## config.mk

```make
export PLATFORM = sky130hd
export DESIGN_NAME = uart_tx_unit_flat
export DESIGN_NICKNAME = d
export VERILOG_FILES = /design/src/rtl/uart_tx_unit_if.sv /design/src/rtl/uart_tx_unit.sv /design/src/flat_wrapper.sv
export SDC_FILE = /design/constraint.sdc
export NUM_CORES = 1
export LEC_CHECK = 0
export ABC_AREA = 0
export CORE_ASPECT_RATIO = 0.5
export CORE_MARGIN = 2
export CORE_UTILIZATION = 55
export CTS_BUF_LIST = sky130_fd_sc_hd__clkbuf_16
export CTS_CLUSTER_DIAMETER = 100
export DETAILED_ROUTE_END_ITERATION = 10
export GPL_TIMING_DRIVEN = 1
export PLACE_DENSITY = 0.89
export SYNTH_ARGS = -nofsm -noshare
export SYNTH_HDL_FRONTEND = slang
export SYNTH_SLANG_ARGS = --single-unit
```

## constraint.sdc

```tcl
create_clock -name clk -period 4.25 [get_ports clk]
set_input_delay 0.6375 -clock clk [delete_from_list [all_inputs] [get_ports clk]]
set_output_delay 0.6375 -clock clk [all_outputs]
set_load 0.005 [all_outputs]
```

## src/rtl/uart_tx_unit_if.sv

```systemverilog
// Write-side handshake of the UART transmitter: the holding-register
// write strobe, its data word, and the occupancy flag returned to the writer.
interface uart_tx_unit_if #(
  parameter int NB_DATA = 8
);
  logic               wr;
  logic [NB_DATA-1:0] data_in;
  logic               full;

  modport master (output wr, output data_in, input full);
  modport slave  (input wr, input data_in, output full);
endinterface

```

## src/rtl/uart_tx_unit.sv

```systemverilog
// UART transmitter: one-word holding register in front of a start/data/stop
// shifter paced by a 16x-baud s_tick strobe; tx is registered and idles high.
//
// state | meaning
// IDLE  | line high, waiting for the holding register to fill
// START | start bit (tx=0) for 16 ticks
// DATA  | NB_DATA bits, LSB first, 16 ticks each
// STOP  | stop bit (tx=1) for SB_TICK ticks, then one-clk tx_done_tick
module uart_tx_unit #(
  parameter int NB_DATA = 8,
  parameter int SB_TICK = 16
) (
  input  logic           clk,
  input  logic           reset,
  input  logic           s_tick,
  uart_tx_unit_if.slave  bus,
  output logic           tx,
  output logic           tx_busy,
  output logic           tx_done_tick
);

  // The bit counter doubles as the upper digits of the stop-bit counter,
  // so it must be wide enough for both the data index and SB_TICK/16.
  localparam int BIT_MAX = ((NB_DATA - 1) > ((SB_TICK - 1) / 16)) ?
                           (NB_DATA - 1) : ((SB_TICK - 1) / 16);
  localparam int BW = (BIT_MAX > 0) ? $clog2(BIT_MAX + 1) : 1;
  localparam logic [BW-1:0]   BIT_LAST  = BW'(NB_DATA - 1);
  localparam logic [BW+3:0]   STOP_LAST = (BW + 4)'(SB_TICK - 1);

  typedef enum logic [1:0] {IDLE, START, DATA, STOP} state_t;

  state_t             state_q, state_d;
  logic [3:0]         tick_q, tick_d;
  logic [BW-1:0]      bit_q, bit_d;
  logic [NB_DATA-1:0] shift_q, shift_d;
  logic [NB_DATA-1:0] hold_q, hold_d;
  logic               full_q, full_d;
  logic               tx_q, tx_d;
  logic               done_q, done_d;
  logic               load;
  logic [BW+3:0]      stop_cnt;

  assign stop_cnt = {bit_q, tick_q};
  assign load     = (state_q == IDLE) && full_q;

  // A write landing in the same cycle as the load still sees full=1 and is dropped.
  always_comb begin
    hold_d = hold_q;
    full_d = full_q;
    if (load) begin
      full_d = 1'b0;
    end else if (bus.wr && !full_q) begin
      full_d = 1'b1;
      hold_d = bus.data_in;
    end
  end

  always_comb begin
    state_d = state_q;
    tick_d  = tick_q;
    bit_d   = bit_q;
    shift_d = shift_q;
    done_d  = 1'b0;
    case (state_q)
      IDLE: begin
        if (full_q) begin
          shift_d = hold_q;
          tick_d  = 4'd0;
          bit_d   = '0;
          state_d = START;
        end
      end
      START: begin
        if (s_tick) begin
          tick_d = tick_q + 4'd1;
          if (tick_q == 4'd15) state_d = DATA;
        end
      end
      DATA: begin
        if (s_tick) begin
          tick_d = tick_q + 4'd1;
          if (tick_q == 4'd15) begin
            shift_d = shift_q >> 1;
            if (bit_q == BIT_LAST) begin
              bit_d   = '0;
              state_d = STOP;
            end else begin
              bit_d = bit_q + 1'b1;
            end
          end
        end
      end
      STOP: begin
        if (s_tick) begin
          if (stop_cnt == STOP_LAST) begin
            tick_d  = 4'd0;
            bit_d   = '0;
            done_d  = 1'b1;
            state_d = IDLE;
          end else begin
            {bit_d, tick_d} = stop_cnt + 1'b1;
          end
        end
      end
      default: state_d = IDLE;
    endcase

    // tx follows the state being entered so the line changes on the same edge
    case (state_d)
      START:   tx_d = 1'b0;
      DATA:    tx_d = shift_d[0];
      default: tx_d = 1'b1;
    endcase
  end

  always_ff @(posedge clk or negedge reset) begin
    if (!reset) begin
      state_q <= IDLE;
      tick_q  <= 4'd0;
      bit_q   <= '0;
      shift_q <= '0;
      hold_q  <= '0;
      full_q  <= 1'b0;
      tx_q    <= 1'b1;
      done_q  <= 1'b0;
    end else begin
      state_q <= state_d;
      tick_q  <= tick_d;
      bit_q   <= bit_d;
      shift_q <= shift_d;
      hold_q  <= hold_d;
      full_q  <= full_d;
      tx_q    <= tx_d;
      done_q  <= done_d;
    end
  end

  assign bus.full     = full_q;
  assign tx           = tx_q;
  assign tx_busy      = (state_q != IDLE);
  assign tx_done_tick = done_q;

endmodule

```

## src/flat_wrapper.sv

```systemverilog
// flat-port wrapper written by rule: the top's interface ports become plain ports
module uart_tx_unit_flat 
#(
  parameter int NB_DATA = 8,
  parameter int SB_TICK = 16
)
  (clk, reset, s_tick, tx, tx_busy, tx_done_tick, bus_wr, bus_data_in, bus_full);
  uart_tx_unit_if #(.NB_DATA(NB_DATA)) bus_i ();
  input  logic clk;
  input  logic reset;
  input  logic s_tick;
  output logic tx;
  output logic tx_busy;
  output logic tx_done_tick;
  input wire logic [$bits(bus_i.wr)-1:0] bus_wr;
  input wire logic [$bits(bus_i.data_in)-1:0] bus_data_in;
  output wire logic [$bits(bus_i.full)-1:0] bus_full;
  assign bus_i.wr = bus_wr;
  assign bus_i.data_in = bus_data_in;
  assign bus_full = bus_i.full;
  uart_tx_unit #(.NB_DATA(NB_DATA), .SB_TICK(SB_TICK)) u_core (.clk(clk), .reset(reset), .s_tick(s_tick), .bus(bus_i), .tx(tx), .tx_busy(tx_busy), .tx_done_tick(tx_done_tick));
endmodule
```

==> impl_metrics.env <==
export IMPL_ys_types=35
export IMPL_path_max_fanout=8
export IMPL_drc_errors=0
export IMPL_dp_cells=195
export IMPL_post_cts_setup_buffers=0
export IMPL_synth_main_ff_cell="dfrtp_1"
export IMPL_std_cell_rows=13
export IMPL_r2r_setup_slack_ns=2.01
export IMPL_period_share_pct=57.4
export IMPL_synth_cells=148
export IMPL_cellPowerDensity_nw_per_um2=632
export IMPL_track_usage_pct=21.9
export IMPL_endpoint="tx_busy"
export IMPL_drt_vias_per_instance=6.18
export IMPL_post_route_min_period_ns=2.44
export IMPL_ctsHtreeMaxLevel=1
export IMPL_hpwl_mm=2.16
export IMPL_worst_slack_ns=1.81
export IMPL_worst_r2r_path_depth=6
export IMPL_grt_overflow_total=0
export IMPL_hold_violations=0
export IMPL_worstReg2RegStart="u_core.state_q[0]"
export IMPL_r2r_end="u_core.shift_q[4]"
export IMPL_synth_area_um2=1520
export IMPL_tns_ns=0
export IMPL_synth_area_per_cell_um2=10.3
export IMPL_rsz0062_at_grt="no"
export IMPL_min_path_cells=1
export IMPL_synth_edf_count=0
export IMPL_cts_tree="yes"
export IMPL_cts_root_buf="clkbuf_16"
export IMPL_synth_area_top_cells="dfrtp_1 (44%), ha_1 (6.6%), mux2_2 (5.9%)"
export IMPL_cp_required_ns=3.61
export IMPL_grt_pass1_wl_mm=5.23
export IMPL_async_flop_share_pct=100
export IMPL_core_area_um2=2600
export IMPL_maxSlewHeadroom_pct=44.0
export IMPL_skew_ns=0.00420
export IMPL_synth_fp_nets=168
export IMPL_die_w_um=78.3
export IMPL_synth_seq_area_share_pct=46.2
export IMPL_worstPathArrival_ns=1.80
export IMPL_antenna_cells=0
export IMPL_ys_ff_latch=28
export IMPL_clockBufferDepth=2
export IMPL_antenna_left=0
export IMPL_wl_per_cell_um=16.3
export IMPL_ctsHoldBuffers=0
export IMPL_status="completed"
export IMPL_finalSetupViolCount=0
export IMPL_drt_wl_total_mm=3.24
export IMPL_netlist_area_leader_share_pct=44.5
export IMPL_synth_warnings=0
export IMPL_report_final_slew_viol_count=0
export IMPL_io_buffers=15
export IMPL_drive_above_1_share_pct=11.7
export IMPL_cp_start_kind="flip-flop"
export IMPL_grt_max_degree=29
export IMPL_grt_pass1_vias=1146
export IMPL_drv_cap=0
export IMPL_fin_cells=199
export IMPL_initial_core_util_pct=58.4
export IMPL_setup_worst_path_start="u_core.state_q[1]"
export IMPL_fin_nets=183
export IMPL_syn_to_final_growth_pct=18.5
export IMPL_ioPinCount=16
export IMPL_place_ws_ns=1.67
export IMPL_crit_path_end_kind="primary output"
export IMPL_die_h_um=41.2
export IMPL_crit_type="reg2out"
export IMPL_clock_latency_ns=0.27
export IMPL_die_area_um2=3220
export IMPL_antenna_found_initial=0
export IMPL_peakVddDrop_uv=417
export IMPL_firstDrtPassIters=6
export IMPL_numCtsBuffers=3
export IMPL_p_leak_uw=0.000762
export IMPL_clk_pin_slew_ns=0.07
export IMPL_synth_top_area_cell="dfrtp_1"
export IMPL_tightest_slew_ns=0.838
export IMPL_gp_congestion=0.866
export IMPL_num_vias=1229
export IMPL_clkSinkCount=28
export IMPL_fmax_mhz=410
export IMPL_drt_iter0_drc=106
export IMPL_hold_class="reg2reg"
export IMPL_post_cts_resize_count=0
## power by group
part	switching (uW)	leakage [uW]	total [uW]	internal, uW
sequential	71.4	0.000351	444	372
combinational	226	0.000360	412	186
clock	94.4	0.0000511	282	188
total	392	0.000762	1140	746
## stage by stage
stage | instance area (um2) | util (%) | total power [uW] | hold slack (ns)
final | 1800 | 69.2 | 1140 | 0.512
after global routing | 1800 | 69.2 | 1200 | 0.525
after CTS | 1800 | 69.2 | 1140 | 0.513
after detailed placement | 1700 | 65.1 | 849 | 0.497
after global placement | 1700 | 65.1 | 816 | 0.483
after floorplan | 1520 | - | 728 | 0.342
## logic make-up (layout without fill, tap and decap cells)
kind of cell / count (synthesis) / count (layout) / synth area share, %
adders and majority gates: 8 / 8 / 6.59
DFF: 28 / 28 / 46.2
muxes: 12 / 12 / 8.57
and+or+nand+nor: 45 / 45 / 14.7
AOI/OAI and AO/OA: 40 / 40 / 19.9
buffers and inverters: 15 / 29 / 4.04
## state kept, by name (all words and copies together) (netlist names)
register             cells
u_core.shift_q           8
u_core.hold_q            8
u_core.bus.full          1
u_core.bit_q             3
u_core.tick_q            4
u_core.state_q           2
u_core.tx_done_tick      1
u_core.tx                1
## final cells by class
cell class | count | area (um2)
tap | 37 | 46.3
timing repair buffer | 16 | 158
sequential | 28 | 702
inverter | 9 | 33.8
multi-input combinational | 105 | 756
fill | 196 | 802
clock inverter | 1 | 30.0
clock buffer | 3 | 75.1
## cell usage after synthesis, types with 2 or more instances
cell type,count
nand2b_1,2
and2_1,2
and3_1,2
a22o_1,3
ha_1,8
nor3_1,4
nand3_1,5
clkbuf_1,2
dfrtp_1,27
nand2_1,9
a22oi_1,6
nor2_1,16
mux2_2,8
nor2b_1,2
a211oi_2,2
o21ai_0,5
a21oi_1,10
inv_1,9
o31ai_1,3
a21o_1,2
buf_2,4
mux2i_1,4
## layout by cell type (no fill, tap or decap), types with 2 or more instances in the layout
cell type	count
nand3_1	5
inv_1	9
o31ai_1	3
nor2b_1	2
a22o_1	3
ha_1	8
nand2_1	9
clkdlybuf4s50_1	15
and2_1	2
a21o_1	2
mux2i_1	4
mux2_2	8
a21oi_1	10
nor3_1	4
dfrtp_1	27
a211oi_2	2
nand2b_1	2
o21ai_0	5
clkbuf_16	3
nor2_1	16
a22oi_1	6
and3_1	2
## critical path: stages, from the launching register on
cell and delay [ns]:
dfrtp_1 0.44, inv_1 0.10, ha_1 0.29, inv_1 0.18, clkdlybuf4s50_1 0.53
## worst min path at each step
stage,from,to,slack [ns]
after global placement,u_core.hold_q[7],u_core.shift_q[7],0.48
after detailed placement,u_core.hold_q[1],u_core.hold_q[1],0.50
after floorplan,reset,u_core.bit_q[0],0.34
final,u_core.hold_q[4],u_core.hold_q[4],0.51
after global routing,u_core.hold_q[1],u_core.hold_q[1],0.52
after CTS,u_core.hold_q[1],u_core.hold_q[1],0.51
## routing by layer
metal / up-vias / routed length, um / global-route usage (%)
met4: 0 / 46 / 7.02
li1: 558 / - / -
met2: 43 / 1630 / 41.6
met5: - / 0 / 0
met3: 8 / 163 / 5.95
met1: 620 / 1400 / 25.8
Note: power is estimated with default switching activity, not from simulation.
